$ cat src/rtl/exe_div_pkg.sv
// exe_div_pkg: shared definitions for the EXE-stage multi-cycle divider.
//   div_state_e    : divider FSM states
//   DIV_CYCLES     : number of radix-2 iterations (one quotient bit each)
//   DIV_ZERO_QUOT  : quotient returned for a zero divisor
package exe_div_pkg;

    typedef enum logic [1:0] {
        ST_IDLE = 2'd0,
        ST_BUSY = 2'd1,
        ST_ZERO = 2'd2,
        ST_DONE = 2'd3
    } div_state_e;

    localparam int unsigned DIV_CYCLES    = 32;
    localparam logic [31:0] DIV_ZERO_QUOT = 32'hFFFF_FFFF;

endpackage

$ cat src/rtl/exe_div_if.sv
// exe_div_if: pipeline <-> divider signal bundle.
//   start_i/signed_i/cancel_i : request, signedness, flush (pipeline -> divider)
//   op1_i/op2_i               : forwarded dividend / divisor
//   stall_o/ready_o           : freeze request / result valid (divider -> pipeline)
//   hi_o/lo_o                 : remainder / quotient
// master = pipeline side, slave = divider side.
interface exe_div_if;
    logic        start_i;
    logic        signed_i;
    logic        cancel_i;
    logic [31:0] op1_i;
    logic [31:0] op2_i;
    logic        stall_o;
    logic        ready_o;
    logic [31:0] hi_o;
    logic [31:0] lo_o;

    modport master (
        output start_i, signed_i, cancel_i, op1_i, op2_i,
        input  stall_o, ready_o, hi_o, lo_o
    );

    modport slave (
        input  start_i, signed_i, cancel_i, op1_i, op2_i,
        output stall_o, ready_o, hi_o, lo_o
    );
endinterface

$ cat src/rtl/exe_div_step.sv
// div_step: one combinational radix-2 restoring division iteration.
//   i_rem  : 33-bit partial remainder
//   i_bit  : next dividend bit (MSB first)
//   i_div  : divisor magnitude
//   o_rem  : updated partial remainder
//   o_qbit : quotient bit produced by this iteration
module div_step (
    input  logic [32:0] i_rem,
    input  logic        i_bit,
    input  logic [31:0] i_div,
    output logic [32:0] o_rem,
    output logic        o_qbit
);
    logic [32:0] w_shift;
    logic [32:0] w_diff;

    // The partial remainder is always below the divisor, so its upper bit
    // is zero and the shift cannot overflow 33 bits.
    assign w_shift = {i_rem[31:0], i_bit};
    assign w_diff  = w_shift - {1'b0, i_div};
    assign o_qbit  = ~w_diff[32];
    assign o_rem   = w_diff[32] ? w_shift : w_diff;
endmodule

$ cat src/rtl/exe_div.sv
// exe_div: multi-cycle 32-bit MIPS DIV/DIVU for the EXE stage.
//   clk_i   : clock, rising edge
//   rst_n_i : asynchronous active-low reset
//   bus     : exe_div_if.slave (start/signed/cancel/operands in,
//             stall/ready/hi=remainder/lo=quotient out)
// Build option EXE_DIV_ZERO_FAST_EN: a zero divisor short-cuts through the
// ZERO state (2-cycle latency); otherwise it runs the full iteration sequence
// and the result is forced at load time.
module exe_div
    import exe_div_pkg::*;
(
    input  logic     clk_i,
    input  logic     rst_n_i,
    exe_div_if.slave bus
);
    div_state_e  r_state;
    div_state_e  w_state_nxt;
    logic [5:0]  r_cnt;
    logic [32:0] r_rem;
    logic [31:0] r_quo;
    logic [31:0] r_div;
    logic [31:0] r_op1;
    logic [31:0] r_hi;
    logic [31:0] r_lo;
    logic        r_qneg;
    logic        r_rneg;

    logic        w_start_ok;
    logic        w_last;
    logic        w_op1_neg;
    logic        w_op2_neg;
    logic [31:0] w_op1_abs;
    logic [31:0] w_op2_abs;
    logic [32:0] w_rem_nxt;
    logic        w_qbit;
    logic [31:0] w_quo_fin;
    logic [31:0] w_lo_fix;
    logic [31:0] w_hi_fix;
    logic [31:0] w_lo_load;
    logic [31:0] w_hi_load;

    assign w_start_ok = bus.start_i & ~bus.cancel_i;
    assign w_last     = (r_cnt == 6'(DIV_CYCLES - 1));
    assign w_op1_neg  = bus.signed_i & bus.op1_i[31];
    assign w_op2_neg  = bus.signed_i & bus.op2_i[31];
    assign w_op1_abs  = w_op1_neg ? -bus.op1_i : bus.op1_i;
    assign w_op2_abs  = w_op2_neg ? -bus.op2_i : bus.op2_i;

    div_step u_step (
        .i_rem  (r_rem),
        .i_bit  (r_quo[31]),
        .i_div  (r_div),
        .o_rem  (w_rem_nxt),
        .o_qbit (w_qbit)
    );

    // The dividend register shifts out MSB-first while quotient bits shift in,
    // so on the last iteration the final quotient is taken straight from the
    // step output rather than from the register.
    assign w_quo_fin = {r_quo[30:0], w_qbit};
    assign w_lo_fix  = r_qneg ? -w_quo_fin : w_quo_fin;
    assign w_hi_fix  = r_rneg ? -w_rem_nxt[31:0] : w_rem_nxt[31:0];

`ifdef EXE_DIV_ZERO_FAST_EN
    assign w_lo_load = w_lo_fix;
    assign w_hi_load = w_hi_fix;
`else
    logic r_zero;
    assign w_lo_load = r_zero ? DIV_ZERO_QUOT : w_lo_fix;
    assign w_hi_load = r_zero ? r_op1 : w_hi_fix;
`endif

    always_ff @(posedge clk_i or negedge rst_n_i) begin
        if (!rst_n_i) r_state <= ST_IDLE;
        else          r_state <= w_state_nxt;
    end

    always_comb begin
        w_state_nxt = r_state;
        if (bus.cancel_i) begin
            w_state_nxt = ST_IDLE;
        end else begin
            case (r_state)
                ST_IDLE: begin
                    if (bus.start_i) begin
`ifdef EXE_DIV_ZERO_FAST_EN
                        w_state_nxt = (bus.op2_i == '0) ? ST_ZERO : ST_BUSY;
`else
                        w_state_nxt = ST_BUSY;
`endif
                    end
                end
                ST_BUSY: if (w_last) w_state_nxt = ST_DONE;
                ST_ZERO: w_state_nxt = ST_DONE;
                ST_DONE: w_state_nxt = ST_IDLE;
                default: w_state_nxt = ST_IDLE;
            endcase
        end
    end

    always_ff @(posedge clk_i or negedge rst_n_i) begin
        if (!rst_n_i) begin
            r_cnt  <= '0;
            r_rem  <= '0;
            r_quo  <= '0;
            r_div  <= '0;
            r_op1  <= '0;
            r_hi   <= '0;
            r_lo   <= '0;
            r_qneg <= 1'b0;
            r_rneg <= 1'b0;
`ifndef EXE_DIV_ZERO_FAST_EN
            r_zero <= 1'b0;
`endif
        end else begin
            case (r_state)
                ST_IDLE: begin
                    if (w_start_ok) begin
                        r_op1  <= bus.op1_i;
                        r_cnt  <= '0;
                        r_rem  <= '0;
                        r_quo  <= w_op1_abs;
                        r_div  <= w_op2_abs;
                        r_qneg <= w_op1_neg ^ w_op2_neg;
                        r_rneg <= w_op1_neg;
`ifndef EXE_DIV_ZERO_FAST_EN
                        r_zero <= (bus.op2_i == '0);
`endif
                    end
                end
                ST_BUSY: begin
                    if (!bus.cancel_i) begin
                        r_rem <= w_rem_nxt;
                        r_quo <= w_quo_fin;
                        r_cnt <= r_cnt + 6'd1;
                        if (w_last) begin
                            r_hi <= w_hi_load;
                            r_lo <= w_lo_load;
                        end
                    end
                end
                ST_ZERO: begin
                    if (!bus.cancel_i) begin
                        r_hi <= r_op1;
                        r_lo <= DIV_ZERO_QUOT;
                    end
                end
                default: ;
            endcase
        end
    end

    assign bus.ready_o = (r_state == ST_DONE);
    assign bus.stall_o = bus.start_i & ~bus.ready_o & ~bus.cancel_i;
    assign bus.hi_o    = r_hi;
    assign bus.lo_o    = r_lo;
endmodule

$ cat src/flat_wrapper.sv
// flat-port wrapper written by rule: the top's interface ports become plain ports
module exe_div_flat import exe_div_pkg::*;
  (clk_i, rst_n_i, bus_start_i, bus_signed_i, bus_cancel_i, bus_op1_i, bus_op2_i, bus_stall_o, bus_ready_o, bus_hi_o, bus_lo_o);
  exe_div_if bus_i ();
  input  logic clk_i;
  input  logic rst_n_i;
  input wire logic [$bits(bus_i.start_i)-1:0] bus_start_i;
  input wire logic [$bits(bus_i.signed_i)-1:0] bus_signed_i;
  input wire logic [$bits(bus_i.cancel_i)-1:0] bus_cancel_i;
  input wire logic [$bits(bus_i.op1_i)-1:0] bus_op1_i;
  input wire logic [$bits(bus_i.op2_i)-1:0] bus_op2_i;
  output wire logic [$bits(bus_i.stall_o)-1:0] bus_stall_o;
  output wire logic [$bits(bus_i.ready_o)-1:0] bus_ready_o;
  output wire logic [$bits(bus_i.hi_o)-1:0] bus_hi_o;
  output wire logic [$bits(bus_i.lo_o)-1:0] bus_lo_o;
  assign bus_i.start_i = bus_start_i;
  assign bus_i.signed_i = bus_signed_i;
  assign bus_i.cancel_i = bus_cancel_i;
  assign bus_i.op1_i = bus_op1_i;
  assign bus_i.op2_i = bus_op2_i;
  assign bus_stall_o = bus_i.stall_o;
  assign bus_ready_o = bus_i.ready_o;
  assign bus_hi_o = bus_i.hi_o;
  assign bus_lo_o = bus_i.lo_o;
  exe_div u_core (.clk_i(clk_i), .rst_n_i(rst_n_i), .bus(bus_i));
endmodule
$ cat config.mk
export PLATFORM = sky130hd
export DESIGN_NAME = exe_div_flat
export DESIGN_NICKNAME = d
export VERILOG_FILES = /design/src/rtl/exe_div_pkg.sv /design/src/rtl/exe_div_if.sv /design/src/rtl/exe_div_step.sv /design/src/rtl/exe_div.sv /design/src/flat_wrapper.sv
export SDC_FILE = /design/constraint.sdc
export NUM_CORES = 1
export LEC_CHECK = 0
export ABC_CLOCK_PERIOD_IN_PS = 11600
export BUFFER_PORTS_ARGS = -buffer_cell sky130_fd_sc_hd__clkbuf_2
export CORE_UTILIZATION = 50
export DETAILED_ROUTE_END_ITERATION = 10
export HOLD_SLACK_MARGIN = 0.1
export PLACE_DENSITY = 0.66
export SLEW_MARGIN = 15
export SYNTH_ARGS = -nofsm -noshare
export SYNTH_HDL_FRONTEND = slang
export SYNTH_HIERARCHICAL = 1
export SYNTH_SLANG_ARGS = --single-unit
$ cat constraint.sdc
create_clock -name clk_i -period 11.6 [get_ports clk_i]
set_clock_uncertainty 0.2 [all_clocks]
set_input_delay 1.74 -clock clk_i [delete_from_list [all_inputs] [get_ports clk_i]]
set_output_delay 1.74 -clock clk_i [all_outputs]
set_load 0.02 [all_outputs]
Word-level counts from Yosys, hierarchy flattened

Cells that the tools add are included.
W data, S select, Z words.

Flip-flop bits (word level): 203
Input bits: 69
Output and inout port bits: 66
Logic and storage cells: 72

$add $sub $neg: 6
Equal/unequal tests: 10
Mux-type cells: 28
Bitwise operators: 9
Reductions and logical operators: 8

Operators with widths:

| operator              | count |
|---|---|
| $mux W32              | 17 |
| $pmux W32 S2          | 4 |
| $neg A32 Y32          | 4 |
| $sub A33 B32 Y33      | 1 |
| $logic_not A32 Y1     | 1 |
| $mux W6               | 2 |
| $pmux W6 S2           | 1 |
| $pmux W2 S4           | 1 |
| $add A6 B1 Y6 const B | 1 |
| $eq A6 B5 Y1 const B  | 1 |
| $mux W2               | 3 |
| $and A1 B1 Y1         | 5 |
| $eq A2 B2 Y1 const B  | 2 |
| $ne A2 B1 Y1 const B  | 2 |
| $ne A2 B2 Y1 const B  | 2 |
| $reduce_and A2 Y1     | 2 |
| $reduce_and A4 Y1     | 1 |
| $reduce_bool A2 Y1    | 2 |
| $ne A3 B2 Y1 const B  | 1 |
| $ne A3 B3 Y1 const B  | 1 |
| $not A1 Y1            | 3 |
| $reduce_and A3 Y1     | 1 |
| $eq A2 B1 Y1 const B  | 1 |
| $logic_not A2 Y1      | 1 |
| $xor A1 B1 Y1         | 1 |

Logic depth before layout (Yosys ltp)

Gate-level depths: netlist (run 1).

Depth after elaboration: 8
Mapped depth: 22
Gate-level depth less buffers: 20

By module

The synthesis (run 1) kept the hierarchy.

Modules (own cells, without submodules):

| module   | instances | cells each | area an instance (sq um) | sequential area each (sq um) |
|---|---|---|---|---|
| exe_div  | 1         | 1283       | 11106.9                  | 5104.9 |
| div_step | 1         | 360        | 2489.9                   | 0.0 |

Worst setup path before layout (run 1)

No wires, ideal clock.

Path type: reg2reg
Start point: register u_core.r_quo[31]
End point: register u_core.r_hi[27], in the netlist u_core/bus.hi_o[27]
Library setup time: 138 ps
Arrival: 4844 ps
Slack: 6417 ps
Stages on the path, launching flop included: 22
Buffers on the path: 3
Clock period less this slack: 5183 ps
Path through: dfrtp_1 > inv_1 > ha_1 > fa_1 > or2b_1 > a21oi_1 > o21bai_2 > a21oi_2 > o2111ai_1 > a311o_1 > o211ai_1 > ha_1 > buf_6 > buf_1 > a31oi_1 > o311ai_0 > or4_1 > nand4bb_1 > clkbuf_1 > o41ai_1 > xor2_1 > o22ai_1

Word-level cells in the longest chain between the ends: 8

RTL lines:

| element                  | line               | text |
|---|---|---|
| start: declaration       | exe_div.sv:20      | `logic [31:0] r_quo;` |
| start signal: assignment | exe_div.sv:122     | `r_quo <= w_op1_abs;` |
| start signal: assignment | exe_div.sv:134     | `r_quo <= w_quo_fin;` |
| $sub A33 B32 Y33         | exe_div_step.sv:20 | `assign w_diff = w_shift - {1'b0, i_div};` |
| $mux W32                 | exe_div_step.sv:22 | `assign o_rem = w_diff[32] ? w_shift : w_diff;` |
| net u_core.w_rem_nxt[20] | exe_div.sv:34      | `logic [32:0] w_rem_nxt;` |
| $neg A32 Y32             | exe_div.sv:62      | `assign w_hi_fix = r_rneg ? -w_rem_nxt[31:0] : w_rem_nxt[31:0];` |
| $mux W32                 | exe_div.sv:62      |  |
| $mux W32                 | exe_div.sv:70      | `assign w_hi_load = r_zero ? r_op1 : w_hi_fix;` |
| $mux W32                 | exe_div.sv:136     | `if (w_last) begin` |
| $mux W32                 | exe_div.sv:132     | `if (!bus.cancel_i) begin` |
| $pmux W32 S2             | exe_div.sv:116     | `case (r_state)` |
| end signal: assignment   | exe_div.sv:137     | `r_hi <= w_hi_load;` |
| end signal: assignment   | exe_div.sv:144     | `r_hi <= r_op1;` |
| end: declaration         | exe_div.sv:23      | `logic [31:0] r_hi;` |

The timed path passes the listed nets, and every way through them passes these cells. The select of a mux whose other input is x is not followed.
A chain may end at the register's enable or synchronous reset.

Worst setup path in the final report (run 1)

Start point: register u_core.r_quo[31]
End point: register u_core.r_hi[29], in the netlist u_core/bus.hi_o[29]

Same word-level chain as after synthesis.

==> results.yml, run 1 <==
clock_network:
  cts_resized: 0
  clk_latency_ps: 540
  clock_path_buffers: 3
  cts_hold_buf: 0
  clockRootBuffer: "clkbuf_16"
  postCtsSetupBuffers: 0
  htreeDepth: 1
  cts_buffers: 25
  cts_sinks: 203
  clk_pin_slew_ps: 60
  cts_tree: "yes"
grt:
  met2_usage: 0.420
  grt_use_met3: 0.0383
  grt_max_degree: 111
  overflow: 0
  antenna_found_initial: 0
  met1_usage: 0.452
  grt_use_total: 0.290
  grt_pass1_wl_um: 64400
  grt_busiest_layer: "met1"
  grt_pass1_vias: 11600
routing:
  drt_pass1_iterations: 5
  via_per_inst: 6.05
  wirelength_um: 40400
  routedWlPerCell_um: 19.5
  drtAntennaViolNets: 0
  num_vias: 12500
  drc: 0
  drt_iter0_markers: 1159
power:
  intPower_mw: 2.02
  power_density_mw_per_mm2: 238
  p_clk_frac: 0.218
  p_total_mw: 3.62
  comb_power_share: 0.438
  p_leak_nw: 7.13
  p_sw_mw: 1.60
  power_frac_seq: 0.344
  p_sw_frac: 0.442
  peakVddDrop_uv: 156
floorplanning:
  io_pins: 135
  dieArea_sq_mm: 0.0278
  die_y_um: 167
  num_rows: 59
  core_area_sq_mm: 0.0264
  fp.dieW_um: 167
  start_util: 0.515
finish:
  fillers: 2539
  n_antenna_cell: 0
  layout_commonest_cell: "nand2_1"
  regArea_sq_mm: 0.00508
  layout-drive-gt1-share: 0.142
  multiInputGateArea_sq_mm: 0.00787
  final_area_sq_mm: 0.0152
  mostFrequentLayoutCells: "nand2_1, dfrtp_1, clkbuf_2, nor2_1, a21oi_1"
  area_delta_synth_final_pct: 12.3
  layout.nets: 1827
worst_setup_path:
  critPathMaxStageDelay_ps: 660
  crit_path_top_delay_cell: "or4_1"
  r2r_cells: 19
  critical_path.startpoint_type: "register"
  cp.arrival_ps: 6080
  crit_chain: "inv_1, ha_1, fa_1, or2b_1, a21oi_1, o21bai_2, a21oi_2, o2111ai_1, a311o_1, o211ai_1, ha_1, inv_1, or4b_1, o311ai_0, or4_1, nand4bb_1, o41ai_1, xor2_1, o22ai_1"
  path_class: "reg -> reg"
  cp.required_ps: 11760
  r2r_setup_slack_ps: 5680
  crit_path_end_kind: "register"
  reg2reg_from: "u_core/r_quo[31]"
  r2r_end: "u_core/bus.hi_o[29]"
  startpoint: "u_core/r_quo[31]"
  crit_fanout: 20
timing:
  whs_ps: 275
  tightestPinTransition_ps: 990
  rsz0062_at_grt: "false"
  hold_violations: 0
  fin_tns_setup_ps: 0
  slew_violations: 0
  max_freq_ghz: 0.169
  finalCriticalPeriod_ps: 5920
  setup_violations: 0
  finalCritPeriodShare: 0.511
  layout_setup_ws_ps: 5680
  relSlewSlack: 0.334
yosys:
  netlist_area_sq_mm: 0.0136
  yosysWarningCount: 6
  syn_avg_cell_area_sq_um: 8.27
  synth_cells: 1639
  syn-num-nets: 1751
place:
  port_buffers: 134
  hpwl_um: 29200
  gp_congestion: 0.928
  placed_cell_area_sq_mm: 0.0144
  place_ws_ps: 5770
hold_path:
  min_path_type: "reg -> reg"
  holdPathStages: 2
  min_from: "u_core/r_op1[12]"
  min_to: "u_core/r_op1[12]"
status:
  status: "complete, no violations"
run:
  maxCapViolCount: 0
## power groups by stage
stage                     registers [mW]  clock network (mW)  logic [mW]
final                               1.24               0.791        1.59
after global routing                1.28               0.835        1.76
after CTS                           1.23               0.806        1.57
after detailed placement            1.25                   0        1.56
after global placement              1.24                   0        1.55
after floorplan                     1.26                   0        1.06
## worst max-delay path: cells and delay by family, from the launching register on
kind            cells  cell delay [ps]
compound gates      9             2050
xor+xnor            1              190
simple gates        4             1560
fa+ha+maj           3              870
flops               1              370
buf+inv             2              500
## area by class of cell
| cell class | instances | area share |
|---|---|---|
| clock buffers | 35 | 0.0468 |
| flip-flops and latches | 203 | 0.334 |
| repair buffers | 150 | 0.0525 |
| clock inverters | 11 | 0.00830 |
| well taps | 335 | 0.0275 |
| inverters | 59 | 0.0145 |
| multi-input cells | 1276 | 0.517 |
## stage by stage
| step | cells | utilization |
|---|---|---|
| floorplan | 1639 | - |
| global placement | 2023 | 0.546 |
| detailed placement | 2023 | 0.546 |
| CTS | 2069 | 0.578 |
| global route | 2069 | 0.578 |
| finish | 2069 | 0.578 |
## routing by layer
metal	share of wire	vias to the layer above
met5	0	-
met4	0.018	0
met3	0.065	53
met2	0.43	447
met1	0.49	6041
li1	-	5979
## sequential cells by signal, summed over array words and instances (netlist names)
register,cells
u_core/bus.hi_o,32
u_core/bus.lo_o,32
u_core/r_div,32
u_core/r_op1,32
u_core/r_quo,32
u_core/r_rem,32
u_core/r_cnt,6
u_core/r_state,2
u_core/r_qneg,1
u_core/r_rneg,1
u_core/r_zero,1
## worst max-delay path by stage
stage	endpoint	cells after the start
after detailed placement	u_core/bus.hi_o[27]	20
final	u_core/bus.hi_o[29]	19
after CTS	u_core/bus.hi_o[27]	20
after global routing	u_core/bus.hi_o[27]	19
after floorplan	u_core/bus.hi_o[27]	21
after global placement	u_core/bus.hi_o[27]	19
Power figures use the tool's default switching activity.
==> inputs of run 2 (changes only) <==
--- a/config.mk
+++ b/config.mk
@@ -5,12 +5,12 @@
 export SDC_FILE = /design/constraint.sdc
 export NUM_CORES = 1
 export LEC_CHECK = 0
-export ABC_CLOCK_PERIOD_IN_PS = 11600
+export ABC_CLOCK_PERIOD_IN_PS = 5200
 export BUFFER_PORTS_ARGS = -buffer_cell sky130_fd_sc_hd__clkbuf_2
 export CORE_UTILIZATION = 50
 export DETAILED_ROUTE_END_ITERATION = 10
 export HOLD_SLACK_MARGIN = 0.1
-export PLACE_DENSITY = 0.66
+export PLACE_DENSITY = 0.69
 export SLEW_MARGIN = 15
 export SYNTH_ARGS = -nofsm -noshare
 export SYNTH_HDL_FRONTEND = slang
==> constraint.sdc (replaced) <==
create_clock -name clk_i -period 5.2 [get_ports clk_i]
set_clock_uncertainty 0.2 [all_clocks]
set_input_delay 0.78 -clock clk_i [delete_from_list [all_inputs] [get_ports clk_i]]
set_output_delay 0.78 -clock clk_i [all_outputs]
set_load 0.02 [all_outputs]
==> run 2 against run 1 <==
Effect of this change:
- worst setup slack worse by 5600 ps
- power rose by 130%
- critical endpoint is now u_core/bus.hi_o[25]
- maximum frequency rose by 16%
- clock-buffer cell count down 1
- clock power grew 100%
- final cell count increased by 1.9%
- wire length rose by 1.8%
- combinational power up 150%
- die area unchanged
- register-to-register slack got worse by 5600 ps
==> results.yml, run 2 (synthesized netlist as in run 1, its figures left out) <==
status:
  status: "complete, no violations"
floorplanning:
  die_y_um: 167
  core_area_sq_mm: 0.0264
  dieArea_sq_mm: 0.0278
  io_pins: 135
  fp.dieW_um: 167
  start_util: 0.515
  num_rows: 59
timing:
  slew_violations: 0
  tightestPinTransition_ps: 1230
  finalCritPeriodShare: 0.986
  hold_violations: 0
  whs_ps: 164
  layout_setup_ws_ps: 75.0
  rsz0062_at_grt: "true"
  setup_violations: 0
  finalCriticalPeriod_ps: 5120
  max_freq_ghz: 0.195
  fin_tns_setup_ps: 0
  relSlewSlack: 0.178
clock_network:
  clock_path_buffers: 3
  clk_latency_ps: 530
  cts_sinks: 203
  cts_tree: "yes"
  htreeDepth: 1
  clockRootBuffer: "clkbuf_16"
  cts_buffers: 24
  clk_pin_slew_ps: 50
finish:
  layout.nets: 1873
  layout_commonest_cell: "nand2_1"
  final_area_sq_mm: 0.0158
  stdcell_count: 2109
  fillers: 2403
  fin_util: 0.598
  n_antenna_cell: 0
  mostFrequentLayoutCells: "nand2_1, dfrtp_1, clkbuf_2, nor2_1, a21oi_1"
  area_delta_synth_final_pct: 16.3
  layout-drive-gt1-share: 0.176
routing:
  drc: 0
  met1Wirelength_um: 18700
  drtAntennaViolNets: 0
  routedWlPerCell_um: 19.5
  drt_iter0_markers: 1056
  wirelength_um: 41100
  via_per_inst: 6.07
  drt_pass1_iterations: 5
  dr_wl_met3_um: 3350
  num_vias: 12800
  met2WireLength_um: 17800
  routed.top_layer: "met4"
power:
  p_total_mw: 8.35
  power_density_mw_per_mm2: 529
  peakVddDrop_uv: 295
  p_leak_nw: 7.37
worst_setup_path:
  cp.required_ps: 5340
  r2r_end: "u_core/bus.hi_o[25]"
  cp_common_cell: "ha_2"
  crit_chain: "inv_1, ha_2, fa_2, or2b_1, a21oi_2, o21bai_4, a21oi_4, o2111ai_2, a311o_1, o211ai_1, ha_2, buf_6, nor2b_1, a31oi_1, o311ai_2, or4_4, nand4bb_4, o41ai_2, xor2_1, o22ai_1"
  path_class: "reg -> reg"
  cp.arrival_ps: 5270
  critPathMaxStageDelay_ps: 540
  crit_fanout: 6
  reg2reg_from: "u_core/r_quo[31]"
  crit_path_end_kind: "register"
  critical_path.startpoint_type: "register"
  r2r_cells: 20
  crit_family: "compound AO/OA/AOI/OAI gates"
  r2r_setup_slack_ps: 80
  crit_path_top_delay_cell: "or4_4"
  critPathBufInv: 2
grt:
  grt_pass1_vias: 12100
  grt_use_total: 0.292
  grt_pass1_wl_um: 65200
  grt_max_degree: 108
  antenna_found_initial: 0
  overflow: 0
run:
  maxCapViolCount: 0
place:
  port_buffers: 134
  placed_cell_area_sq_mm: 0.0147
  hpwl_um: 30000
  gp_congestion: 0.956
  dp.cells: 2060
  place_ws_ps: -18.0
hold_path:
  min_path_type: "in -> async"
==> run 2: where the power goes <==
group          internal [mW]  leakage (nW)  switching, mW
Combinational           1.49          4.47           2.47
Sequential              2.18          2.53          0.612
Clock                  0.938         0.368          0.650
==> run 2: worst max-delay path by stage <==
stage	start	endpoint	slack, ps	depth (start not counted)
after CTS	u_core/r_quo[31]	u_core/bus.hi_o[30]	1	21
after floorplan	u_core/r_quo[31]	u_core/bus.hi_o[27]	20	21
after global routing	u_core/r_quo[31]	u_core/bus.hi_o[31]	-90	22
after global placement	u_core/r_quo[31]	u_core/bus.hi_o[28]	140	20
final	u_core/r_quo[31]	u_core/bus.hi_o[25]	80	20
after detailed placement	u_core/r_quo[31]	u_core/bus.hi_o[30]	-20	20
==> run 2: metal layers <==
| layer | up-vias | GRT usage |
|---|---|---|
| li1 | 6071 | - |
| met1 | 6107 | 0.430 |
| met2 | 556 | 0.439 |
| met3 | 76 | 0.0433 |
| met4 | 0 | 0.0970 |
| met5 | - | 0 |
==> run 2: layout make-up <==
class	count	area [sq um]	share of cell area
clock buffers	34	708	0.0449
clock inverters	5	38.8	0.00246
inverters	59	221	0.0140
multi-input cells	1276	8110	0.514
flip-flops and latches	203	5080	0.322
well taps	335	419	0.0266
repair buffers	197	1190	0.0756
==> run 2: timing repair <==
| item | 4_1_cts | 5_1_grt |
|---|---|---|
| endpoints found under the setup margin | 7 | 34 |
| hold buffers | 0 | 0 |
| resized for setup | 2 | 46 |
| gates cloned | 0 | 0 |
| pin swaps | 0 | 18 |
| buffers inserted | 0 | 10 |
| endpoints found under the hold margin | 0 | 0 |
==> inputs of run 3 (changes only) <==
--- a/config.mk
+++ b/config.mk
@@ -7,10 +7,10 @@
 export LEC_CHECK = 0
 export ABC_CLOCK_PERIOD_IN_PS = 5200
 export BUFFER_PORTS_ARGS = -buffer_cell sky130_fd_sc_hd__clkbuf_2
-export CORE_UTILIZATION = 50
+export CORE_UTILIZATION = 30
 export DETAILED_ROUTE_END_ITERATION = 10
 export HOLD_SLACK_MARGIN = 0.1
-export PLACE_DENSITY = 0.69
+export PLACE_DENSITY = 0.45
 export SLEW_MARGIN = 15
 export SYNTH_ARGS = -nofsm -noshare
 export SYNTH_HDL_FRONTEND = slang
==> run 3 against run 2 <==
Effect of this change:
- worst setup slack gained 7.5 ps
- non-clock buffer count grew 9
- maximum frequency grew 0.15%
- sequential cell count is the same
- first-iteration DRC count shrank 28%
- critical endpoint is now u_core/bus.hi_o[19]
==> results.yml, run 3 (synthesized netlist as in run 1, its figures left out) <==
worst_setup_path:
  crit_chain: "inv_1, ha_2, fa_2, or2b_1, a21oi_2, o21bai_2, a21oi_2, o2111ai_2, a311o_1, o211ai_1, ha_2, buf_4, buf_12, mux2_4, nor4_4, nand4_1, buf_4, buf_4, o41ai_4, xor2_1, o22ai_1"
  crit_path_end_kind: "register"
  crit_path_top_delay_cell: "nor4_4"
  cp_common_cell: "buf_4"
  crit_fanout: 22
  r2r_setup_slack_ps: 80
  cp.arrival_ps: 5300
  critical_path.startpoint_type: "register"
  path_class: "reg -> reg"
  critPathMaxStageDelay_ps: 380
  crit_family: "compound AO/OA/AOI/OAI gates"
  cp.required_ps: 5390
  critPathBufInv: 5
finish:
  area_delta_synth_final_pct: 19.3
  layout_commonest_cell: "nand2_1"
  layout.nets: 1883
  final_area_sq_mm: 0.0162
  stdcell_count: 2381
  layout-drive-gt1-share: 0.179
  fin_util: 0.364
  n_antenna_cell: 0
  mostFrequentLayoutCells: "nand2_1, dfrtp_1, clkbuf_2, nor2_1, a21oi_1"
timing:
  setup_violations: 0
  whs_ps: 98.7
  layout_setup_ws_ps: 82.5
  fin_tns_setup_ps: 0
  rsz0062_at_grt: "true"
  finalCriticalPeriod_ps: 5120
  finalCritPeriodShare: 0.984
  max_freq_ghz: 0.195
  hold_violations: 0
  relSlewSlack: 0.316
  tightestPinTransition_ps: 1030
  slew_violations: 0
clock_network:
  cts_buffers: 25
  clk_latency_ps: 560
  cts_hold_buf: 0
  htreeDepth: 1
  clock_path_buffers: 3
  cts_tree: "yes"
  clockRootBuffer: "clkbuf_16"
  cts_sinks: 203
  clk_pin_slew_ps: 60
routing:
  routedWlPerCell_um: 18.6
  drc: 0
  drtAntennaViolNets: 0
  drt_iter0_markers: 765
  drt_pass1_iterations: 6
  via_per_inst: 5.26
  num_vias: 12500
  wirelength_um: 44300
place:
  placed_cell_area_sq_mm: 0.0151
  gp_congestion: 0.857
  hpwl_um: 32700
  port_buffers: 134
  dp.cells: 2324
  place_ws_ps: -116
floorplanning:
  num_rows: 77
  io_pins: 135
  core_area_sq_mm: 0.0444
  fp.dieW_um: 215
  dieArea_sq_mm: 0.0461
  die_y_um: 215
  start_util: 0.305
status:
  status: "complete, no violations"
power:
  power_density_mw_per_mm2: 530
  p_leak_nw: 7.47
  p_total_mw: 8.57
  peakVddDrop_uv: 232
grt:
  grt_max_degree: 106
  grt_use_total: 0.190
  grt_pass1_vias: 12200
  overflow: 0
  grt_pass1_wl_um: 70100
  antenna_found_initial: 0
hold_path:
  min_path_type: "in -> async"
run:
  maxCapViolCount: 0
-- run 3: changes by cell type in the layout (fill, tap and decap cells not counted), moves of 2 or more --
cell	before	now
clkbuf_8	8	6
clkbuf_1	3	5
buf_6	5	2
buf_4	56	69
o31ai_1	29	33
o31ai_4	3	0
bufinv_16	0	4
-- run 3: path summary, 6_finish.rpt --
path / start / to / cells past startpoint
setup / recovery: u_core/r_quo[31] / u_core/bus.hi_o[19] / 21
min in group clk_i: u_core/r_op1[22] / u_core/r_op1[22] / 2
setup reg to reg: u_core/r_quo[31] / u_core/bus.hi_o[19] / 21
hold reg to reg: u_core/r_op1[22] / u_core/r_op1[22] / 2
hold / removal: rst_n_i / u_core/r_div[3] / 1
max in group asynchronous: rst_n_i / u_core/r_cnt[0] / 2
-- run 3: cell type report --
class	count	area [sq um]
Fill cell	4614	28200
Multi-Input combinational cell	1276	8010
Sequential cell	203	5080
Timing Repair Buffer	206	1240
Tap cell	592	741
Clock buffer	35	713
Inverter	59	221
Clock inverter	10	168
-- run 3: report_power, final --
part	switching, mW	internal, mW	total, mW	leakage [nW]
clock	0.731	1.16	1.89	0.432
sequential	0.563	2.18	2.75	2.53
combinational	2.42	1.51	3.93	4.50
-- run 3: timing repair --
| action | in CTS | in global routing |
|---|---|---|
| gates resized for setup | 4 | 26 |
| setup buffers | 1 | 10 |
| gates cloned | 0 | 1 |
| endpoints found under the hold margin | 0 | 0 |
| pin swaps | 1 | 7 |
| setup endpoints to repair | 10 | 32 |
-- run 3: routing by layer --
layer,track usage,share of wire,vias up
li1,-,-,6080
met1,0.274,0.48,6138
met2,0.303,0.45,258
met3,0.0176,0.040,46
met4,0.0483,0.021,0
met5,0,0,-
